[config.mk]
export PLATFORM = sky130hd
export DESIGN_NAME = mem_port_arbiter
export DESIGN_NICKNAME = d
export VERILOG_FILES = /design/src/rtl/mem_port_arbiter.sv
export SDC_FILE = /design/constraint.sdc
export NUM_CORES = 1
export LEC_CHECK = 0
export ABC_AREA = 1
export BUFFER_PORTS_ARGS = -buffer_cell sky130_fd_sc_hd__buf_2
export CAP_MARGIN = 10
export CELL_PAD_IN_SITES_DETAIL_PLACEMENT = 2
export CELL_PAD_IN_SITES_GLOBAL_PLACEMENT = 2
export CORE_ASPECT_RATIO = 1.5
export CORE_MARGIN = 8
export CORE_UTILIZATION = 29
export CTS_BUF_LIST = sky130_fd_sc_hd__clkbuf_2 sky130_fd_sc_hd__clkbuf_4 sky130_fd_sc_hd__clkbuf_8
export DETAILED_ROUTE_END_ITERATION = 8
export GPL_TIMING_DRIVEN = 0
export PLACE_DENSITY = 0.89
export RECOVER_POWER = 100
export SYNTH_ARGS = -nofsm -noshare
export SYNTH_HDL_FRONTEND = slang
export SYNTH_SLANG_ARGS = --single-unit
[constraint.sdc]
create_clock -name clk -period 6.94 [get_ports clk]
set_clock_uncertainty 0.1 [all_clocks]
set_input_delay 0.347 -clock clk [delete_from_list [all_inputs] [get_ports clk]]
set_output_delay 0.347 -clock clk [all_outputs]
set_load 0.005 [all_outputs]
[src/rtl/mem_port_arbiter.sv]
// ---------------------------------------------------------------------------
// mem_port_arbiter
//   Shares one single-ported unified memory between instruction fetch and the
//   MEM stage (loads/stores). Exactly one request/ack transaction is
//   outstanding at a time. Data requests normally win, but a fetch is forced
//   through after MAX_STARVE consecutive data grants that left it waiting. A
//   watchdog aborts any transaction whose ack does not arrive within TIMEOUT
//   cycles.
//
// Ports
//   clk, rst                 clock (rising edge), asynchronous active-high reset
//   if_req/if_addr           fetch read request (level) and address
//   if_rdata/if_ready        fetched word and its one-cycle completion pulse
//   d_req/d_we/d_addr/d_wdata  data request (level), store flag, address, data
//   d_rdata/d_ready          load data and its one-cycle completion pulse
//   mem_req/mem_we/mem_addr/mem_wdata  registered memory request side
//   mem_rdata/mem_ack        memory read data and one-cycle completion
//   stall_if/stall_mem       combinational stalls into hazard control
//   bus_err                  pulse coincident with the ready of an aborted access
// ---------------------------------------------------------------------------
module mem_port_arbiter #(
    parameter int AW         = 32,
    parameter int DW         = 32,
    parameter int MAX_STARVE = 4,
    parameter int TIMEOUT    = 64
) (
    input  logic          clk,
    input  logic          rst,
    input  logic          if_req,
    input  logic [AW-1:0] if_addr,
    output logic [DW-1:0] if_rdata,
    output logic          if_ready,
    input  logic          d_req,
    input  logic          d_we,
    input  logic [AW-1:0] d_addr,
    input  logic [DW-1:0] d_wdata,
    output logic [DW-1:0] d_rdata,
    output logic          d_ready,
    output logic          mem_req,
    output logic          mem_we,
    output logic [AW-1:0] mem_addr,
    output logic [DW-1:0] mem_wdata,
    input  logic [DW-1:0] mem_rdata,
    input  logic          mem_ack,
    output logic          stall_if,
    output logic          stall_mem,
    output logic          bus_err
);

    localparam int SW = $clog2(MAX_STARVE + 1);
    localparam int WW = $clog2(TIMEOUT + 1);
    localparam logic [SW-1:0] STARVE_MAX_C = SW'(MAX_STARVE);
    localparam logic [WW-1:0] WD_LAST_C    = WW'(TIMEOUT - 1);

    typedef enum logic [1:0] {
        IDLE   = 2'd0,
        BUSY_I = 2'd1,
        BUSY_D = 2'd2
    } state_t;

    state_t          state_r;
    state_t          state_next_s;
    logic [SW-1:0]   starve_cnt_r;
    logic [WW-1:0]   wd_cnt_r;

    logic            if_elig_s;
    logic            d_elig_s;
    logic            turnaround_s;
    logic            grant_i_s;
    logic            grant_d_s;
    logic            done_s;
    logic            abort_s;
    logic            is_fetch_s;

    // A requester whose ready pulse is high this cycle is being answered and
    // may already be presenting its next request; it must not be re-granted.
    assign if_elig_s    = if_req & ~if_ready;
    assign d_elig_s     = d_req  & ~d_ready;
    // The cycle carrying a ready pulse is a turnaround cycle: no grant is
    // made in it, so arbitration always sees both requesters on equal terms
    // in the following IDLE cycle.
    assign turnaround_s = if_ready | d_ready;
    assign is_fetch_s   = (state_r == BUSY_I);

    assign stall_if  = if_req & ~if_ready;
    assign stall_mem = d_req  & ~d_ready;

    // State register.
    always_ff @(posedge clk or posedge rst) begin
        if (rst) begin
            state_r <= IDLE;
        end else begin
            state_r <= state_next_s;
        end
    end

    // Next-state logic: arbitration in IDLE, completion/abort in BUSY.
    always_comb begin
        state_next_s = state_r;
        grant_i_s    = 1'b0;
        grant_d_s    = 1'b0;
        done_s       = 1'b0;
        abort_s      = 1'b0;
        case (state_r)
            IDLE: begin
                if (turnaround_s) begin
                    state_next_s = IDLE;
                end else if (d_elig_s && !(if_elig_s && (starve_cnt_r == STARVE_MAX_C))) begin
                    grant_d_s    = 1'b1;
                    state_next_s = BUSY_D;
                end else if (if_elig_s) begin
                    grant_i_s    = 1'b1;
                    state_next_s = BUSY_I;
                end else begin
                    state_next_s = IDLE;
                end
            end
            BUSY_I, BUSY_D: begin
                // A late ack arriving on the watchdog's last cycle still counts.
                if (mem_ack) begin
                    done_s       = 1'b1;
                    state_next_s = IDLE;
                end else if (wd_cnt_r == WD_LAST_C) begin
                    abort_s      = 1'b1;
                    state_next_s = IDLE;
                end else begin
                    state_next_s = state_r;
                end
            end
            default: begin
                state_next_s = IDLE;
            end
        endcase
    end

    // Memory request side, ready/error pulses, returned data and counters.
    always_ff @(posedge clk or posedge rst) begin
        if (rst) begin
            mem_req      <= 1'b0;
            mem_we       <= 1'b0;
            mem_addr     <= {AW{1'b0}};
            mem_wdata    <= {DW{1'b0}};
            if_rdata     <= {DW{1'b0}};
            d_rdata      <= {DW{1'b0}};
            if_ready     <= 1'b0;
            d_ready      <= 1'b0;
            bus_err      <= 1'b0;
            starve_cnt_r <= {SW{1'b0}};
            wd_cnt_r     <= {WW{1'b0}};
        end else begin
            if_ready <= 1'b0;
            d_ready  <= 1'b0;
            bus_err  <= 1'b0;
            if (grant_i_s) begin
                mem_req      <= 1'b1;
                mem_we       <= 1'b0;
                mem_addr     <= if_addr;
                wd_cnt_r     <= {WW{1'b0}};
                starve_cnt_r <= {SW{1'b0}};
            end else if (grant_d_s) begin
                mem_req   <= 1'b1;
                mem_we    <= d_we;
                mem_addr  <= d_addr;
                mem_wdata <= d_wdata;
                wd_cnt_r  <= {WW{1'b0}};
                // Only data grants that left a fetch waiting count toward starvation.
                if (if_req) begin
                    if (starve_cnt_r == STARVE_MAX_C) begin
                        starve_cnt_r <= starve_cnt_r;
                    end else begin
                        starve_cnt_r <= starve_cnt_r + SW'(1);
                    end
                end else begin
                    starve_cnt_r <= {SW{1'b0}};
                end
            end else if (done_s) begin
                mem_req <= 1'b0;
                if (is_fetch_s) begin
                    if_ready <= 1'b1;
                    if_rdata <= mem_rdata;
                end else begin
                    d_ready <= 1'b1;
                    // A store completes without disturbing the last load value.
                    if (!mem_we) begin
                        d_rdata <= mem_rdata;
                    end else begin
                        d_rdata <= d_rdata;
                    end
                end
            end else if (abort_s) begin
                mem_req <= 1'b0;
                bus_err <= 1'b1;
                if (is_fetch_s) begin
                    if_ready <= 1'b1;
                end else begin
                    d_ready <= 1'b1;
                end
            end else if (state_r != IDLE) begin
                wd_cnt_r <= wd_cnt_r + WW'(1);
            end else begin
                wd_cnt_r <= wd_cnt_r;
            end
        end
    end

endmodule

# Word-level counts from Yosys, hierarchy flattened
# Index checks and enable logic that the tools add are counted.
# totals
out_inout_bits	135
register_bits	145
word_cells	94
# op_classes
n_eq_ne	8
n_reduce_logical	14
muxes	49
n_bitwise	9
n_addsub	2
# op_table
cell	count
32-bit two-way mux	2
7-bit two-way mux	5
1-bit two-way mux	33
3-bit two-way mux	4
3-bit != test, second input constant	4
2-bit two-way mux	4
7-bit by 1-bit adder with 7-bit output, second input constant	1
7-bit by 6-bit equality test with 1-bit output, second input constant	1
1-bit NOT	6
5-bit AND reduction	1
2-bit one-hot mux with 2 select lines	1
2-bit AND reduction	2
4-bit AND reduction	1
2-bit nonzero test	2
4-bit nonzero test	1
3-bit by 1-bit adder with 3-bit output, second input constant	1
3-bit equality test, second input constant	1
3-bit AND reduction	1
3-bit nonzero test	1
1-bit bitwise AND	2
2-bit by 1-bit equality test with 1-bit output, second input constant	1
2-bit equality test, second input constant	1
1-bit logical AND	2
2-bit logical NOT	1
other kinds (3)	3

# Depth between registers and ports, before layout
# depth
ltp_word	10
ltp_mapped	11
mapped_depth_nobuf	10

# Least setup slack after synthesis
# Ideal clock, no wire load.
# synth_path
path_type	register to register
start	register state_r[0]
end	register d_rdata[0]
t_arrival_ns	1.441
setup_slack_ns	5.278
n_path_buf	1
period_less_slack_ns	1.662
setup_ns	0.121
path_stages_with_launch	9
cell_sequence	dfrtp_1 -> inv_1 -> ha_1 -> nand2_1 -> nor3_1 -> nand3_4 -> buf_2 -> nand2_1 -> o21ai_1
# synth_via
elab_chain_cells	4
# synth_rtl
item	line	text
from (decl)	61	state_t state_r;
from (signal assigned)	93	state_r <= state_next_s;
2-bit by 1-bit equality test with 1-bit output (tied with other cells)	83, 104	
2-bit OR reduction or 1-bit two-way mux (tied branches)	104	case (state_r)
1-bit two-way mux or 1-bit NOT (tied branches)	-	
5-bit AND reduction (no source line) (*)	-	
to (signal assigned)	144	d_rdata <= {DW{1'b0}};
to (signal assigned)	185	d_rdata <= mem_rdata;
to (signal assigned)	187	d_rdata <= d_rdata;
to (decl)	37	output logic [DW-1:0] d_rdata,
# Mark *: on every way between the ends. The rest lies on a longest branch, timed or not.
# A chain may end at the register's enable or synchronous reset.

# Worst setup path after layout
# layout_path
start	register state_r[0]
end	register mem_addr[18]
# layout_via
elab_chain_cells	3
# layout_rtl
item	line	text
2-bit logical NOT (*)	104	
1-bit two-way mux	104	
32-bit two-way mux or 2-bit nonzero test (tied branches)	-	
to (signal assigned)	141	mem_addr <= {AW{1'b0}};
to (signal assigned)	157	mem_addr <= if_addr;
to (signal assigned)	163	mem_addr <= d_addr;
to (decl)	41	output logic [AW-1:0] mem_addr,
# Marked as above.

==> impl_metrics.csv <==
group,metric,value,unit
status,status,"finished, violations left",
status,violations,"max-capacitance violations, max-slew violations",
worst_setup_path,worstPathArrival,3.69,ns
sta,drv_slew,54,
clocking,clkLatencyLatePin,0.45,ns
logic_synthesis,ys_seq_elements,145,
sta,final-hold-violation-count,0,
logic_synthesis,synth.avg_cell_area,8.94,sq um
cells_and_area,layout_common_cells,"nand2_1 (256), buf_2 (150), clkbuf_1 (146)",
sta,period_minus_slack,3.39,ns
logic_synthesis,syn_area,0.00601,sq mm
sta,min_period_over_period,0.489,
hold_path,hp-start,"if_addr[29]",
detailed_routing,drtIter0Drc,202,
worst_setup_path,r2r_cells,11,
logic_synthesis,syn_inst,672,
hold_path,min_path_cells,3,
clocking,cts_buffers,17,
pwr,power,3.57,mW
pwr,vdd_ir_drop_max,0.164,mV
sta,clock.fmax,295,MHz
cells_and_area,nFillCells,2426,
worst_setup_path,rrSetupSlack,3.55,ns
pwr,power.leakage,4.31,nW
run,maxCapViolations,1,
worst_setup_path,crit_path_end_kind,"flop",
placed_design,dp_slack,4.97,ns
floorplan,die_area,0.0257,sq mm
sta,setup_viol,0,
clocking,cts_setup_buffers,0,
floorplan,ios,269,
placed_design,dp_cells,1205,
detailed_routing,postRouteAntennaNets,0,
detailed_routing,drtPass1Iterations,4,
detailed_routing,vias_per_cell,4.69,
placed_design,io_buffers,268,
placed_design,dp_hpwl,18500,microns
hold_path,min_to,"mem_addr[29]",
worst_setup_path,critPathKind,"flop to flop",
worst_setup_path,rr_startpoint,"state_r[0]",
sta,rsz0062_at_grt,"no",
clocking,htreeDepth,4,
logic_synthesis,synth_seq_area_share,0.604,
pwr,powerDensity,422,mW/mm^2
detailed_routing,totalWireLength,26300,microns
hold_path,worstHoldPathType,"primary input to flop",
floorplan,rows,64,
cells_and_area,layout_commonest_cell,"nand2_1",
placed_design,gp_congestion,0.760,
floorplan,die_w,134,microns
logic_synthesis,synth_nets,811,
grt,grt_pass1_wl,41000,microns
grt,grt_antenna_before_repair,6,
grt,grt_max_degree,93,
detailed_routing,drc,0,
clocking,cts_max_path_buffers,2,
clocking,post_cts_resized,0,
worst_setup_path,crit_fanout,10,
floorplan,die_height,192,microns
clocking,path_clk_slew,0.10,ns
clocking,cts_tree,"yes",
worst_setup_path,required,7.23,ns
clocking,root_buffer,"clkbuf_8",
grt,track_usage,0.206,
sta,setup_tns,0,ns
cells_and_area,nNetsFinal,1157,
worst_setup_path,rr_endpoint,"mem_addr[18]",
detailed_routing,via_count,6102,
cells_and_area,drive_gt1_frac,0.188,
logic_synthesis,ys_warn_count,0,
worst_setup_path,start_kind,"flop",
floorplan,initial_core_util,0.295,
detailed_routing,wire_per_inst,20.2,microns
grt,first_global_vias,7371,
clocking,cts.sinks,145,
floorplan,coreArea,0.0203,sq mm
grt,overflow,0,
sta,finalWorstSetupSlack,3.55,ns
sta,relSlewSlack,-0.696,
cells_and_area,area_growth,40.7,%
logic_synthesis,yosysUniqueCellTypes,25,
cells_and_area,stdcell_count,1300,
sta,tightestPinTransition,2.53,ns
==> repair_timing <==
item                                    4_1_cts  5_1_grt
hold endpoints to repair                    108        0
hold buffers                                 58        0
endpoints found under the setup margin        0        0
==> state kept, by name (all words and copies together), names as in the netlist <==
signal / count
bus_err: 1
d_rdata: 32
d_ready: 1
if_rdata: 32
if_ready: 1
mem_addr: 32
mem_req: 1
mem_wdata: 32
mem_we: 1
starve_cnt_r: 3
state_r: 2
wd_cnt_r: 7
==> layer usage <==
| layer | up-vias | track usage | share of wire | wire (microns) |
|---|---|---|---|---|
| li1 | 2817 | - | - | - |
| met1 | 3027 | 0.199 | 0.36 | 9500 |
| met2 | 214 | 0.388 | 0.55 | 14400 |
| met3 | 42 | 0.0638 | 0.062 | 1640 |
| met4 | 2 | 0.0971 | 0.028 | 724 |
| met5 | - | 0 | 0.00030 | 8 |
==> power breakdown <==
group          internal [mW]  switching, mW
logic                  0.477          0.905
clock network          0.368          0.371
registers               1.22          0.230
==> cells by family after synthesis <==
logic type | count (synthesis) | synth area share
buf+inv | 88 | 0.0671
fa+ha+maj | 5 | 0.0104
simple gates | 356 | 0.252
flops | 145 | 0.604
compound gates | 77 | 0.0644
xor+xnor | 1 | 0.00146
==> synthesized netlist by cell type (all sizes together) <==
cell / instances / area share
a21oi: 6 / 0.0050
buf: 30 / 0.031
clkbuf: 2 / 0.0013
dfrtp: 145 / 0.60
ha: 5 / 0.010
inv: 56 / 0.035
nand2: 258 / 0.16
nand3: 74 / 0.069
nand4: 2 / 0.0031
nor2: 21 / 0.015
nor3: 1 / 0.00083
o21ai: 70 / 0.058
o22ai: 1 / 0.0010
xnor2: 1 / 0.0015
==> area by class of cell <==
class / instances / area [sq um] / area share
inverter: 56 / 211 / 0.0250
clock buffer: 17 / 234 / 0.0277
multi-input combinational: 439 / 1910 / 0.226
clock inverter: 15 / 195 / 0.0231
timing repair buffer: 327 / 1790 / 0.212
buffer: 32 / 138 / 0.0163
sequential: 145 / 3630 / 0.429
tap: 264 / 330 / 0.0391
antenna: 5 / 12.5 / 0.00148
==> through the flow <==
step | utilization | hold WS (ns) | cell area [sq um]
3_5_place_dp | 0.379 | 0.348 | 7710
4_1_cts | 0.429 | 0.000611 | 8720
2_1_floorplan | - | 0.357 | 6010
3_3_place_gp | 0.377 | 0.358 | 7680
5_1_grt | 0.415 | 0.000749 | 8450
6_report | 0.415 | 0.0263 | 8450
==> worst max-delay path, stage by stage (launching register included) <==
cell and delay, ns:
dfrtp_1 0.40, inv_1 0.07, ha_1 0.19, nand2_1 0.07, inv_1 0.12, nand3_1 0.41
clkinv_1 0.16, clkbuf_1 0.49, clkbuf_1 0.45, nand3_1 0.15, nand3_1 0.14, dlygate4sd3_1 0.58
==> worst max-delay path by stage <==
| stage | from | to | slack [ns] | depth (start not counted) |
|---|---|---|---|---|
| 6_report | state_r[0] | mem_addr[18] | 3.55 | 11 |
| 3_5_place_dp | state_r[0] | if_rdata[5] | 4.97 | 9 |
| 5_1_grt | state_r[1] | mem_addr[18] | 3.28 | 11 |
| 3_3_place_gp | rst | mem_wdata[0] | 0.61 | 2 |
| 4_1_cts | state_r[0] | mem_addr[23] | 4.49 | 11 |
| 2_1_floorplan | rst | bus_err | 2.60 | 1 |
Note: power is estimated with default switching activity, not from simulation.
